**src/rtl/lc3_console_pkg.sv**
```systemverilog
// lc3_console_pkg: shared constants and types for the LC-3 console device.
//   - Register byte offsets relative to BASE_ADDR (KBSR, KBDR, DSR, DDR).
//   - Status bit positions (ready bit, interrupt-enable bit).
//   - bus_word_t: the 16-bit CPU bus word.
//   - status_word(): builds a KBSR/DSR read value from its two live bits.
package lc3_console_pkg;

    typedef logic [15:0] bus_word_t;

    localparam bus_word_t KBSR_OFS = 16'h0000;
    localparam bus_word_t KBDR_OFS = 16'h0002;
    localparam bus_word_t DSR_OFS  = 16'h0004;
    localparam bus_word_t DDR_OFS  = 16'h0006;

    localparam int RDY_BIT = 15;
    localparam int IE_BIT  = 14;

    // Status registers expose only the ready and IE bits; all others read 0.
    function automatic bus_word_t status_word(input logic rdy, input logic ie);
        bus_word_t word;
        word          = 16'h0000;
        word[RDY_BIT] = rdy;
        word[IE_BIT]  = ie;
        return word;
    endfunction

endpackage

```
**src/rtl/lc3_sync_fifo.sv**
```systemverilog
// lc3_sync_fifo: single-clock FIFO with wrap-bit pointers.
//   clk, rst_n          : clock, synchronous active-low reset (empties FIFO)
//   push, push_data     : write request; ignored while full
//   pop                 : read request; ignored while empty
//   full, empty         : derived from the read/write pointer compare
//   head                : oldest entry (meaningful only while !empty)
module lc3_sync_fifo
    import lc3_console_pkg::*;
#(
    parameter int WIDTH = 8,
    parameter int DEPTH = 4
) (
    input  logic             clk,
    input  logic             rst_n,
    input  logic             push,
    input  logic [WIDTH-1:0] push_data,
    input  logic             pop,
    output logic             full,
    output logic             empty,
    output logic [WIDTH-1:0] head
);

    localparam int AW = $clog2(DEPTH);
    localparam logic [AW:0] PTR_INC = {{AW{1'b0}}, 1'b1};

    logic [AW:0]      wr_ptr_r;
    logic [AW:0]      rd_ptr_r;
    logic [WIDTH-1:0] mem_r [DEPTH];
    logic             push_ok_s;
    logic             pop_ok_s;

    // Same index with opposite wrap bits means the writer lapped the reader.
    assign empty = (wr_ptr_r == rd_ptr_r);
    assign full  = (wr_ptr_r[AW] != rd_ptr_r[AW]) &&
                   (wr_ptr_r[AW-1:0] == rd_ptr_r[AW-1:0]);

    assign push_ok_s = push & ~full;
    assign pop_ok_s  = pop & ~empty;
    assign head      = mem_r[rd_ptr_r[AW-1:0]];

    // Pointer and storage update; push and pop may both land in one cycle.
    always_ff @(posedge clk) begin
        if (!rst_n) begin
            wr_ptr_r <= '0;
            rd_ptr_r <= '0;
            for (int i = 0; i < DEPTH; i++) begin
                mem_r[i] <= '0;
            end
        end else begin
            if (push_ok_s) begin
                mem_r[wr_ptr_r[AW-1:0]] <= push_data;
                wr_ptr_r                <= wr_ptr_r + PTR_INC;
            end
            if (pop_ok_s) begin
                rd_ptr_r <= rd_ptr_r + PTR_INC;
            end
        end
    end

endmodule

```
**src/rtl/lc3_console_mmio.sv**
```systemverilog
// lc3_console_mmio: LC-3 keyboard/display console behind the memory bus.
//   Bus side : mem_en/mem_we/mem_addr/mem_wdata in; mem_rdata/mem_rvalid out
//              (registered, one-cycle read latency). Registers at BASE_ADDR:
//              KBSR(+0) KBDR(+2, read pops RX) DSR(+4) DDR(+6, write pushes TX).
//   Pad side : pad_kb_* valid/ready into the RX FIFO,
//              pad_disp_* valid/ready out of the TX FIFO.
//   IRQs     : kb_irq = RX not empty & KBSR.IE;
//              disp_irq = TX not full & DSR.IE when LC3_CONSOLE_DISP_IRQ_EN
//              is defined, otherwise tied low and DSR[14] reads 0.
module lc3_console_mmio
    import lc3_console_pkg::*;
#(
    parameter int          DATA_W    = 8,
    parameter int          RX_DEPTH  = 4,
    parameter int          TX_DEPTH  = 4,
    parameter logic [15:0] BASE_ADDR = 16'hFE00
) (
    input  logic              clk,
    input  logic              rst_n,
    input  logic              mem_en,
    input  logic              mem_we,
    input  logic [15:0]       mem_addr,
    input  logic [15:0]       mem_wdata,
    output logic [15:0]       mem_rdata,
    output logic              mem_rvalid,
    input  logic              pad_kb_valid,
    input  logic [DATA_W-1:0] pad_kb_data,
    output logic              pad_kb_ready,
    output logic              pad_disp_valid,
    output logic [DATA_W-1:0] pad_disp_data,
    input  logic              pad_disp_ready,
    output logic              kb_irq,
    output logic              disp_irq
);

    bus_word_t         ofs_s;
    logic              rd_s;
    logic              wr_s;
    logic              rx_full_s;
    logic              rx_empty_s;
    logic [DATA_W-1:0] rx_head_s;
    logic              tx_full_s;
    logic              tx_empty_s;
    logic [DATA_W-1:0] tx_head_s;
    logic              rx_pop_s;
    logic              tx_push_s;
    logic              kb_ie_r;
    logic              disp_ie_s;
    bus_word_t         rdata_s;
    bus_word_t         mem_rdata_r;
    logic              mem_rvalid_r;
    logic              unused_s;

    // Offsets outside 0..7 simply fall into the default (read-0, write-ignored) decode.
    assign ofs_s     = mem_addr - BASE_ADDR;
    assign rd_s      = mem_en & ~mem_we;
    assign wr_s      = mem_en & mem_we;
    assign rx_pop_s  = rd_s & (ofs_s == KBDR_OFS);
    assign tx_push_s = wr_s & (ofs_s == DDR_OFS);
    assign unused_s  = ^mem_wdata;

    lc3_sync_fifo #(.WIDTH(DATA_W), .DEPTH(RX_DEPTH)) u_rx_fifo (
        .clk       (clk),
        .rst_n     (rst_n),
        .push      (pad_kb_valid),
        .push_data (pad_kb_data),
        .pop       (rx_pop_s),
        .full      (rx_full_s),
        .empty     (rx_empty_s),
        .head      (rx_head_s)
    );

    lc3_sync_fifo #(.WIDTH(DATA_W), .DEPTH(TX_DEPTH)) u_tx_fifo (
        .clk       (clk),
        .rst_n     (rst_n),
        .push      (tx_push_s),
        .push_data (mem_wdata[DATA_W-1:0]),
        .pop       (pad_disp_ready),
        .full      (tx_full_s),
        .empty     (tx_empty_s),
        .head      (tx_head_s)
    );

    // Keyboard interrupt-enable bit, written through KBSR[14].
    always_ff @(posedge clk) begin
        if (!rst_n) begin
            kb_ie_r <= 1'b0;
        end else if (wr_s && (ofs_s == KBSR_OFS)) begin
            kb_ie_r <= mem_wdata[IE_BIT];
        end else begin
            kb_ie_r <= kb_ie_r;
        end
    end

`ifdef LC3_CONSOLE_DISP_IRQ_EN
    logic disp_ie_r;

    // Display interrupt-enable bit, written through DSR[14].
    always_ff @(posedge clk) begin
        if (!rst_n) begin
            disp_ie_r <= 1'b0;
        end else if (wr_s && (ofs_s == DSR_OFS)) begin
            disp_ie_r <= mem_wdata[IE_BIT];
        end else begin
            disp_ie_r <= disp_ie_r;
        end
    end

    assign disp_ie_s = disp_ie_r;
`else
    assign disp_ie_s = 1'b0;
`endif

    // Read mux over pre-edge state; an empty KBDR returns 0 rather than stale storage.
    always_comb begin
        rdata_s = 16'h0000;
        case (ofs_s)
            KBSR_OFS: rdata_s = status_word(~rx_empty_s, kb_ie_r);
            KBDR_OFS: begin
                if (!rx_empty_s) begin
                    rdata_s[DATA_W-1:0] = rx_head_s;
                end else begin
                    rdata_s = 16'h0000;
                end
            end
            DSR_OFS:  rdata_s = status_word(~tx_full_s, disp_ie_s);
            default:  rdata_s = 16'h0000;
        endcase
    end

    // Registered read port; data holds between reads.
    always_ff @(posedge clk) begin
        if (!rst_n) begin
            mem_rdata_r  <= 16'h0000;
            mem_rvalid_r <= 1'b0;
        end else begin
            mem_rvalid_r <= rd_s;
            if (rd_s) begin
                mem_rdata_r <= rdata_s;
            end else begin
                mem_rdata_r <= mem_rdata_r;
            end
        end
    end

    assign mem_rdata      = mem_rdata_r;
    assign mem_rvalid     = mem_rvalid_r;
    assign pad_kb_ready   = ~rx_full_s;
    assign pad_disp_valid = ~tx_empty_s;
    assign pad_disp_data  = tx_head_s;
    assign kb_irq         = ~rx_empty_s & kb_ie_r;
    assign disp_irq       = ~tx_full_s & disp_ie_s;

endmodule

```
**config.mk**
```make
export PLATFORM = sky130hd
export DESIGN_NAME = lc3_console_mmio
export DESIGN_NICKNAME = d
export VERILOG_FILES = /design/src/rtl/lc3_console_pkg.sv /design/src/rtl/lc3_sync_fifo.sv /design/src/rtl/lc3_console_mmio.sv
export SDC_FILE = /design/constraint.sdc
export NUM_CORES = 1
export LEC_CHECK = 0
export CAP_MARGIN = 20
export CORE_MARGIN = 1.5
export CORE_UTILIZATION = 55
export DETAILED_ROUTE_END_ITERATION = 10
export GPL_TIMING_DRIVEN = 0
export PLACE_DENSITY = 0.85
export SETUP_SLACK_MARGIN = 0.3
export SYNTH_ARGS = -nofsm -noshare
export SYNTH_HDL_FRONTEND = slang
export SYNTH_SLANG_ARGS = --single-unit
```
**constraint.sdc**
```tcl
create_clock -name clk -period 8.25 [get_ports clk]
set_clock_uncertainty 0.1 [all_clocks]
set_input_delay 1.65 -clock clk [delete_from_list [all_inputs] [get_ports clk]]
set_output_delay 1.65 -clock clk [all_outputs]
set_load 0.005 [all_outputs]
```
# Word-level counts from Yosys, hierarchy flattened
# Memory sizes are Yosys's and may differ from the RTL's. A register that Yosys moved wholly into a read port is not among the register bits.
# Cells that the tools add are included.
# Widths: inputs -> output; s select.
[op_classes]
div = 0
n_mux = 19
n_reduce_logical = 6
addsub = 5
n_bitwise = 14
magnitude_cmp = 0
n_shift = 0
n_eq_ne = 9
n_mul = 0
[ops]
columns = ["operator", "count"]
rows = [
  ["$pmux 16 s3", 1],
  ["$eq 16x3->1 const B", 2],
  ["$mux 8", 3],
  ["$eq 16x2->1 const B", 1],
  ["$logic_not 16->1", 1],
  ["$reduce_or 8->1", 2],
  ["$sub 16x16->16 const B", 1],
  ["$add 3x1->3 const B", 4],
  ["$mux 2", 6],
  ["$and 1x1->1", 9],
  ["$mux 1", 9],
  ["$eq 3x3->1", 2],
  ["$not 1->1", 5],
  ["$eq 2x2->1", 2],
  ["$logic_and 1x1->1", 3],
  ["$ne 1x1->1", 2],
]
[word_totals]
out_inout_bits = 29
latchBits = 0
reg_bits = 30
mem_bits_ro = 0
in_bits = 46
word_cells = 62
n_memories = 2
ram_bits = 64
[mem_list]
columns = ["memory", "words", "word_bits", "rd", "rd_clocked_by_memory_dff", "wr", "line", "text"]
rows = [
  ["u_rx_fifo.mem_r", 4, 8, 1, 1, 4, "lc3_sync_fifo.sv:28", "logic [WIDTH-1:0] mem_r [DEPTH];"],
  ["u_tx_fifo.mem_r", 4, 8, 1, 1, 4, "lc3_sync_fifo.sv:28", ""],
]

# Longest topological paths before layout
# Gate-level depths: netlist of the first run.
[depth]
word_depth = 9
mapped_depth = 8
mapped_depth_nobuf = 6

# Hierarchy
# From an unflattened synthesis of the first run, not the netlist that was laid out.
[hier_totals]
hier_cells = 406
area_unflattened_um2 = 4606.9
[by_module_without_submodules]
columns = ["mod", "cells_each", "seq_area_each_um2", "area_per_inst_um2", "n_inst"]
rows = [
  ["lc3_sync_fifo", 161, 1121.1, 1981.9, 2],
  ["lc3_console_mmio", 84, 240.2, 643.1, 1],
]

# Worst setup path after synthesis of the first run
# OpenSTA, ideal clock, no wires.
[synth_path]
path_kind = "input -> register"
start = "in mem_addr[9]"
end = "mem u_tx_fifo.mem_r[3][0] (enable)"
t_required_ns = 7.766
cell_stages = 7
arrival_time_ns = 3.630
path_slack_ns = 4.136
setup_time_ns = 0.384
n_path_buf = 2
path_cell_list = "ha_1 nor2b_1 nand3_1 or4_1 buf_2 clkbuf_1 o21ai_0"
[synth_rtl]
columns = ["element", "line", "text"]
rows = [
  ["from (decl)", "lc3_console_mmio.sv:22", "input logic [15:0] mem_addr,"],
  ["to (decl)", "lc3_sync_fifo.sv:28", ""],
]

==> metrics.md, run 1 <==
| Metric | Value |
|---|---|
| CTS tree | `done` |
| Leak | `1.89 nW` |
| Seq/Total Area, Yosys | `60.4%` |
| Synth Cell Area | `4110 sq um` |
| DRC viols | `0` |
| DR iter-0 viols | `122` |
| Startpoint types | `input port` |
| Avg WL per Cell | `15.8 um` |
| Vias in the first global route | `2,767` |
| Fin crit share | `54.1%` |
| Worst IR Drop VDD | `0.101 mV` |
| CP max stage delay | `0.57 ns` |
| Crit path kind | `in -> reg` |
| Die width | `89.5 um` |
| Height of the die | `89.5 um` |
| First-pass GRT wire length | `13.2 mm` |
| Largest net degree at the start of global routing | `17` |
| Number of core rows | `31` |
| Setup bufs post-CTS | `0` |
| Sink Count | `92` |
| Min-Delay Path Class | `reg -> reg` |
| Post-detailed-route count of antenna-violating nets | `0` |
| Pwr dens | `175 nW/um^2` |
| Core box area | `7250 sq um` |
| HPWL after DPL | `6.03 mm` |
| Final slew viol count | `0` |
| Worst path bufs/invs | `4` |
| RSZ-0062 raised after global routing | `no` |
| Worst Path Max Fanout | `10` |
| Worst-path clk slew | `0.09 ns` |
| Worst-Skew Late Latency | `0.36 ns` |
| IO buf count | `60` |
| Final setup TNS | `0 ns` |
| Worst-Margin Slew | `1.02 ns` |
| Yosys warns | `0` |
| Max Freq | `224 MHz` |
| IO Pins | `75` |
| Initial antenna violation count | `0` |
| Slowest CP cell | `o21ai_0` |
| Total wire length | `8.19 mm` |
| Layout Area Growth over Synthesis | `23.3%` |
| Pwr Total | `0.886 mW` |
| Yosys cell types | `38` |
| Fin crit period | `4.46 ns` |
| Clock root buffer master | `clkbuf_8` |
| MaxCap Viol Count | `0` |
| Syn Inst Count | `334` |
| Fin nets | `464` |
| CTS Buf Count | `9` |
| Clock buffer depth | `2` |
| Mean Syn Cell Area | `12.3 sq um` |
| Critical path's top delay family | `buffers and inverters` |
| Die area | `8010 sq um` |
| # diodes | `0` |
| Fillcell total | `551` |
| Via count | `2,712` |
| Setup violators final | `0` |
| Layout cells sized above 1 | `12.9%` |
| CP endpoint kind | `flop` |
| Starting density of the core | `56.7%` |
| GRT Total Usage | `22.8%` |
| #FFs+latches synth | `92` |
| Status | `finished clean` |
| GPL Wtd Cong | `0.807` |
| Cells resized by post-CTS repair | `0` |
| Arrival @ worst endpoint | `4.44 ns` |
| DRT Pass-1 Iters | `4` |
| Vias per Instance | `5.25` |
| Hold buffer count at CTS | `0` |
| Worst-path cell chain | `clkdlybuf4s50_1 -> ha_1 -> nor2b_1 -> nand3_1 -> or4_1 -> buf_2 -> clkbuf_1 -> o21ai_0 -> buf_4` |
| Hold Fails Final Rpt | `0` |
| Total gr overflow | `0` |
| Required time worst endpoint | `8.22 ns` |
| Slew Limit Headroom | `31.8%` |
| H-tree Lvls | `3` |
[path summary, 6_finish.rpt]
| kind | startpoint | to | slack, ns | depth (start not counted) |
|---|---|---|---|---|
| setup reg to reg | u_rx_fifo.wr_ptr_r[0]$_SDFFE_PN0P_ | u_rx_fifo.mem_r[2][0]$_SDFFCE_PN0P_ | 5.26 | 6 |
| hold / removal | mem_rdata[7]$_SDFFE_PN0P_ | mem_rdata[7]$_SDFFE_PN0P_ | 0.34 | 2 |
| setup / recovery | mem_addr[10] | u_tx_fifo.mem_r[3][5]$_DFFE_PP_ | 3.79 | 9 |
| hold reg to reg | mem_rdata[7]$_SDFFE_PN0P_ | mem_rdata[7]$_SDFFE_PN0P_ | 0.34 | 2 |
[report_power, final]
part | internal [mW] | switching, mW
clock network | 0.143 | 0.162
registers | 0.509 | 0.00561
logic | 0.0343 | 0.0327
[cells in the mapped netlist (all sizes together)]
| cell | count | area [sq um] |
|---|---|---|
| mux2i | 3 | 30.0 |
| xnor2 | 3 | 26.3 |
| nand3 | 16 | 80.1 |
| or3 | 4 | 25.0 |
| or3b | 3 | 26.3 |
| nand4b | 2 | 17.5 |
| or4 | 2 | 15.0 |
| a31oi | 2 | 12.5 |
| nand2b | 5 | 31.3 |
| nor2b | 4 | 25.0 |
| mux4 | 16 | 360 |
| ha | 5 | 62.6 |
| dfxtp | 28 | 561 |
| clkinv | 1 | 3.75 |
| buf | 14 | 90.1 |
| nand2 | 38 | 143 |
| and3 | 3 | 18.8 |
| inv | 2 | 7.51 |
| nor4 | 5 | 37.5 |
| o31ai | 1 | 7.51 |
| o21ai | 5 | 25.0 |
| a21oi | 5 | 25.0 |
| nor3b | 2 | 15.0 |
| nor3 | 5 | 25.0 |
| edfxtp | 64 | 1920 |
| xor2 | 10 | 87.6 |
| nor2 | 44 | 185 |
| clkbuf | 7 | 26.3 |
| and2 | 32 | 200 |
| o311ai | 2 | 17.5 |
| conb | 1 | 3.75 |
[stage by stage]
stage          instance area (sq um)  cells  hold WS, ns  worst slack (ns)  utilization [%]
4_1_cts                         5070    517        0.348              3.77             69.9
5_1_grt                         5070    517        0.366              3.63             69.9
3_3_place_gp                    4860    499        0.326              3.11             67.0
2_1_floorplan                   4140    340        0.334              4.14                -
6_report                        5070    517        0.344              3.79             69.9
3_5_place_dp                    4870    501        0.332              3.39             67.2
[flip-flops by register name, summed over array words and instances (netlist names), named ones only]
| register | flops |
|---|---|
| kb_ie_r | 1 |
| mem_rvalid | 1 |
| u_rx_fifo.rd_ptr_r | 3 |
| u_tx_fifo.wr_ptr_r | 3 |
| u_rx_fifo.mem_r | 32 |
| mem_rdata | 10 |
| u_tx_fifo.rd_ptr_r | 3 |
| u_rx_fifo.wr_ptr_r | 3 |
| u_tx_fifo.mem_r | 32 |
[cells in the final DEF, fill, tap and decap left out, types with 3 or more instances in the layout]
cell | netlist | final
mux4_2 | 16 | 16
xnor2_1 | 3 | 3
xor2_1 | 10 | 10
nor3_1 | 5 | 5
nand2_1 | 38 | 38
a21oi_1 | 5 | 5
inv_6 | 0 | 3
ha_1 | 5 | 5
nor2_2 | 8 | 8
nand2b_1 | 5 | 5
clkdlybuf4s50_1 | 0 | 60
and2_1 | 32 | 32
conb_1 | 1 | 7
nand3_1 | 16 | 16
clkbuf_8 | 0 | 9
or3_1 | 4 | 4
and3_1 | 3 | 3
buf_4 | 7 | 9
buf_2 | 3 | 3
buf_1 | 3 | 3
o21ai_0 | 5 | 5
clkbuf_1 | 7 | 8
nor2b_1 | 4 | 4
edfxtp_1 | 64 | 64
nor4_1 | 4 | 4
mux2i_1 | 3 | 3
dfxtp_1 | 28 | 28
nor2_1 | 36 | 36
[metal layers]
layer,global-route usage (%),vias to the layer above,routed length (um)
met5,0,-,0
met4,7.83,0,174
met3,4.52,15,288
met2,42.9,57,4560
met1,25.5,1304,3170
li1,-,1336,-
[worst reg2reg max path, stage by stage (launching register included)]
cell,delay (ns)
dfxtp_1,0.49
xor2_1,0.25
or3_1,0.14
clkbuf_1,0.20
nand3_1,0.15
nor3b_1,0.81
nand2b_1,0.50
[final cells by class]
cell class | instances | area (sq um) | share of cell area, %
Clock inverter | 6 | 68.8 | 1.36
Buffer | 21 | 116 | 2.29
Tap cell | 99 | 124 | 2.44
Sequential cell | 92 | 2480 | 49.0
Clock buffer | 10 | 128 | 2.52
Timing Repair Buffer | 62 | 616 | 12.1
Inverter | 3 | 11.3 | 0.222
Multi-Input combinational cell | 224 | 1530 | 30.1
[cells by family after synthesis]
kind of cell,count (synthesis),share of synthesized area (%)
muxes,19,9.49
other,1,0.0912
buffers and inverters,24,3.10
xor gates and xnor gates,13,2.77
and+or+nand+nor,165,20.5
AOI/OAI and AO/OA,15,2.13
adders and majority gates,5,1.52
DFF,92,60.4
(Power assumes the default switching activity.)
==> run 2: changes to the inputs <==
Settings changed: CORE_UTILIZATION 55 to 47, PLACE_DENSITY 0.85 to 0.78.
Clock period 8.25 ns to 3.7 ns, I/O delays scaled along.
==> run 2 against run 1 <==
Net effect:
- sequential power rose by 120%
- total power rose by 130%
- non-clock buffer count unchanged
- hold slack got worse by 0.0026 ns
- die area increased by 16%
- first-iteration DRC count increased by 9.0%
==> metrics.md, run 2 (synthesis results as in run 1) <==
| Metric | Value |
|---|---|
| Leak | `1.89 nW` |
| Fin crit share | `90.0%` |
| Fin nets | `464` |
| # diodes | `0` |
| Pre-CTS setup slack | `-0.303 ns` |
| GPL Wtd Cong | `0.794` |
| Largest net degree at the start of global routing | `16` |
| CTS tree | `done` |
| Hold Fails Final Rpt | `0` |
| Height of the die | `96.5 um` |
| Required time worst endpoint | `3.67 ns` |
| Pwr dens | `395 nW/um^2` |
| Slowest CP cell | `or4_1` |
| Avg WL per Cell | `15.6 um` |
| DR iter-0 viols | `133` |
| Worst-Skew Late Latency | `0.36 ns` |
| Cell Area, Placed | `4880 sq um` |
| Crit path kind | `in -> reg` |
| Fin crit period | `3.33 ns` |
| Clock buffer depth | `2` |
| Worst-Margin Slew | `1.11 ns` |
| WHS | `0.341 ns` |
| Util after Layout | `61.3%` |
| CTS Buf Count | `9` |
| CP max stage delay | `0.51 ns` |
| Slew Limit Headroom | `25.2%` |
| H-tree Lvls | `3` |
| Worst path bufs/invs | `4` |
| Setup slack after layout | `0.370 ns` |
| Setup violators final | `0` |
| Total gr overflow | `0` |
| Fillcell total | `681` |
| Die area | `9320 sq um` |
| Sink Count | `92` |
| Max Freq | `300 MHz` |
| Starting density of the core | `49.3%` |
| Worst IR Drop VDD | `0.204 mV` |
| Clock root buffer master | `clkbuf_8` |
| Layout cells sized above 1 | `13.6%` |
| Die width | `96.5 um` |
| Final slew viol count | `0` |
| Most common cell after layout, fill and taps aside | `edfxtp_1` |
| RSZ-0062 raised after global routing | `no` |
| CP endpoint kind | `flop` |
| Total wire length | `8.14 mm` |
| Min-Delay Path Class | `reg -> reg` |
| HPWL after DPL | `5.86 mm` |
| Post-detailed-route count of antenna-violating nets | `0` |
| Via count | `2,742` |
| DRC viols | `0` |
| Number of core rows | `33` |
| Worst Path Max Fanout | `10` |
| Core box area | `8340 sq um` |
| GRT Total Usage | `18.9%` |
| Fin area | `5110 sq um` |
| DRT Pass-1 Iters | `4` |
| Layout Area Growth over Synthesis | `24.2%` |
| Startpoint types | `input port` |
| MaxCap Viol Count | `0` |
| Critical path's top delay family | `buffers and inverters` |
| Worst-path cell chain | `clkdlybuf4s50_1 -> ha_1 -> nor2b_1 -> nand3_1 -> or4_1 -> buf_2 -> clkbuf_1 -> o21ai_2 -> buf_4` |
| Worst-path clk slew | `0.08 ns` |
| Most frequent cells in the layout | `edfxtp_1 (64), clkdlybuf4s50_1 (60), nor2_1 (36), nand2_1 (35), and2_1 (32)` |
| Arrival @ worst endpoint | `3.30 ns` |
| Vias in the first global route | `2,731` |
| Initial antenna violation count | `0` |
| Pwr Total | `2.02 mW` |
| Status | `finished clean` |
| IO buf count | `60` |
| First-pass GRT wire length | `12.8 mm` |
| IO Pins | `75` |
| Vias per Instance | `5.24` |
[run 2: where the power goes]
part / switching, mW / internal [mW] / total, mW
combinational: 0.0749 / 0.0769 / 0.152
clock: 0.343 / 0.377 / 0.720
sequential: 0.0125 / 1.13 / 1.15
[run 2: final cells by class]
cell class / instances / area [sq um] / share of cell area [%]
buffer: 21 / 116 / 2.28
clock buffer: 9 / 124 / 2.42
clock inverter: 7 / 91.3 / 1.79
inverter: 3 / 11.3 / 0.220
multi-input combinational: 224 / 1540 / 30.1
sequential: 92 / 2480 / 48.6
tap: 105 / 131 / 2.57
timing repair buffer: 62 / 616 / 12.0
[run 2: what timing repair did]
item,CTS,global route
hold buffers,0,0
setup endpoints to repair,26,0
resized for setup,5,0
buffers inserted,0,0
[run 2: stage by stage]
| stage | TNS [ns] | cells |
|---|---|---|
| finish | 0 | 523 |
| detailed placement | -4.16 | 507 |
| floorplan | 0 | 340 |
| global route | 0 | 523 |
| CTS | 0 | 523 |
| global placement | -5.81 | 505 |
[run 2: final timing paths]
path / start / to / slack [ns] / depth (start not counted)
worst max-delay path: mem_addr[10] / u_tx_fifo.mem_r[3][7]$_DFFE_PP_ / 0.37 / 9
worst min-delay path: mem_rdata[0]$_SDFFE_PN0P_ / mem_rdata[0]$_SDFFE_PN0P_ / 0.34 / 2
worst max register to register: u_rx_fifo.wr_ptr_r[0]$_SDFFE_PN0P_ / u_rx_fifo.mem_r[2][6]$_SDFFCE_PN0P_ / 0.69 / 6
worst min register to register: mem_rdata[0]$_SDFFE_PN0P_ / mem_rdata[0]$_SDFFE_PN0P_ / 0.34 / 2
[run 2: worst register-to-register path, cell delays in order, from the launching register on]
cell and delay [ns]:
dfxtp_1 0.48, xor2_1 0.26, or3_1 0.16, clkbuf_1 0.22, nand3_1 0.17, nor3b_1 0.81, nand2b_1 0.47
[run 2: per-layer routing]
layer / GRT usage (%) / vias to the layer above / share of wire, % / wire length, um
met2: 35.5 / 58 / 55 / 4440
li1: - / 1342 / - / -
met4: 6.28 / 0 / 1.3 / 102
met3: 4.85 / 12 / 4.0 / 329
met5: 0 / - / 0 / 0
met1: 20.4 / 1330 / 40 / 3260
==> run 3: changes to the inputs <==
Settings changed: CORE_MARGIN 1.5 to default, GPL_ROUTABILITY_DRIVEN from default to 0.
==> run 3 against run 2 <==
Net effect:
- worst setup slack worse by 0.0037 ns
- first-iteration DRC count shrank 16%
- maximum frequency decreased by 0.11%
- design area is 0.32% higher
- non-clock buffer count up 1
- clock power is essentially flat
- hold slack gained 0.0022 ns
- via count shrank 0.11%
- critical path depth did not move
- largest cell class unchanged
==> metrics.md, run 3 (synthesis results as in run 1) <==
| Metric | Value |
|---|---|
| Setup bufs post-CTS | `0` |
| Required time worst endpoint | `3.67 ns` |
| CP max stage delay | `0.51 ns` |
| Sink Count | `92` |
| HP Start | `mem_rdata[6]$_SDFFE_PN0P_` |
| R2R depth | `6` |
| Met2 WL | `4.61 mm` |
| Fin crit share | `90.1%` |
| # diodes | `0` |
| Max Freq | `300 MHz` |
| Avg WL per Cell | `16.0 um` |
| Layout Area Growth over Synthesis | `24.6%` |
| Hold Fails Final Rpt | `0` |
| Most frequent cells in the layout | `edfxtp_1 (64), clkdlybuf4s50_1 (60), nor2_1 (36), nand2_1 (35), and2_1 (32)` |
| HPWL after DPL | `5.97 mm` |
| Worst IR Drop VDD | `0.292 mV` |
| Leak | `1.91 nW` |
| Max Used Layer | `met4` |
| Fin nets | `465` |
| Largest net degree at the start of global routing | `16` |
| MaxCap Viol Count | `0` |
| Multi-input gate area | `1550 sq um` |
| H-tree Lvls | `3` |
| Status | `finished clean` |
| Startpoint types | `input port` |
| Starting density of the core | `49.3%` |
| Util after Layout | `61.4%` |
| Core box area | `8340 sq um` |
| Critical path's top delay family | `buffers and inverters` |
| Number of cells on the worst hold path | `2` |
| DR WL met3 | `368 um` |
| Clock root buffer master | `clkbuf_8` |
| IO Pins | `75` |
| Number of core rows | `33` |
| First-pass GRT wire length | `13.2 mm` |
| Die area | `9130 sq um` |
| DRC viols | `0` |
| Fin crit period | `3.33 ns` |
| Post-detailed-route count of antenna-violating nets | `0` |
| Vias in the first global route | `2,827` |
| Crit path kind | `in -> reg` |
| Worst-Margin Slew | `0.975 ns` |
| WHS | `0.343 ns` |
| Crit. Startpoint | `mem_addr[10]` |
| Arrival @ worst endpoint | `3.30 ns` |
| Min-Delay Path Class | `reg -> reg` |
| DRT Pass-1 Iters | `4` |
| Worst-path cell chain | `clkdlybuf4s50_1 -> ha_1 -> nor2b_1 -> nand3_1 -> or4_1 -> buf_2 -> clkbuf_1 -> o21ai_2 -> buf_4` |
| Worst-Skew Late Latency | `0.35 ns` |
| Vias per Instance | `5.23` |
| RSZ-0062 raised after global routing | `yes` |
| Worst Path Max Fanout | `10` |
| GRT Total Usage | `20.0%` |
| Total wire length | `8.37 mm` |
| Fillcell total | `662` |
| Pwr dens | `395 nW/um^2` |
| Initial antenna violation count | `0` |
| Final slew viol count | `0` |
| Setup violators final | `0` |
| Most common cell after layout, fill and taps aside | `edfxtp_1` |
| Layout cells sized above 1 | `13.8%` |
| IO buf count | `60` |
| Clock buffer depth | `2` |
| Worst-path clk slew | `0.09 ns` |
| R2R Path Start | `u_rx_fifo.wr_ptr_r[0]$_SDFFE_PN0P_` |
| CP endpoint kind | `flop` |
| CTS tree | `done` |
| CP Depth | `9` |
| Total gr overflow | `0` |
| Met1 wire length | `3.26 mm` |
| CTS Buf Count | `9` |
| Slew Limit Headroom | `34.9%` |
| Worst path bufs/invs | `4` |
| Height of the die | `95.5 um` |
| DR iter-0 viols | `112` |
| FF+latch area | `2480 sq um` |
| Die width | `95.5 um` |
| Via count | `2,739` |
| Slowest CP cell | `clkdlybuf4s50_1` |
[run 3: cell types whose count changed in the layout (fill, tap and decap cells not counted), sizes merged]
cell / change
clkinvlp: -2
inv: +1
clkinv: +1
buf: +1
[run 3: power breakdown]
group          internal [mW]  switching [mW]
Clock                  0.378           0.345
Combinational         0.0772          0.0753
Sequential              1.13          0.0122
Total                   1.59           0.432
[run 3: per-layer routing]
metal | track usage, % | up-vias
met1 | 21.4 | 1319
met4 | 5.72 | 0
met2 | 37.7 | 72
met5 | 0 | -
met3 | 5.98 | 10
li1 | - | 1338
[run 3: tightest hold or removal path: stages (launching register included)]
cell and delay, ns:
dfxtp_1 0.32, nand2_1 0.05, nand2_1 0.04
[run 3: worst paths after layout]
| path | endpoint | slack, ns |
|---|---|---|
| worst max register to register | u_rx_fifo.mem_r[2][1]$_SDFFCE_PN0P_ | 0.67 |
| worst min register to register | mem_rdata[6]$_SDFFE_PN0P_ | 0.34 |
| worst max-delay path | u_tx_fifo.mem_r[3][7]$_DFFE_PP_ | 0.37 |
| worst min-delay path | mem_rdata[6]$_SDFFE_PN0P_ | 0.34 |
[run 3: final cells by class]
class | instances | area share, %
flip-flops and latches | 92 | 48.4
clock buffers | 9 | 2.42
multi-input cells | 224 | 30.2
inverters | 3 | 0.220
repair buffers | 63 | 12.2
plain buffers | 21 | 2.27
well taps | 105 | 2.56
clock inverters | 7 | 1.76
[run 3: timing repair]
action	4_1_cts	5_1_grt
hold buffers	0	0
pin swaps	0	1
endpoints found under the setup margin	29	21
resized for setup	5	2
endpoints found under the hold margin	0	0
[run 3: metrics by stage]
stage	setup WS [ns]	power, mW	instances	area, sq um	setup TNS (ns)
after floorplan	0.496	1.24	340	4140	0
after global placement	-0.558	1.31	505	4870	-5.54
after detailed placement	-0.323	1.32	507	4880	-4.53
after CTS	0.386	2.03	523	5110	0
after global routing	0.295	2.09	524	5120	0
final	0.367	2.02	524	5120	0
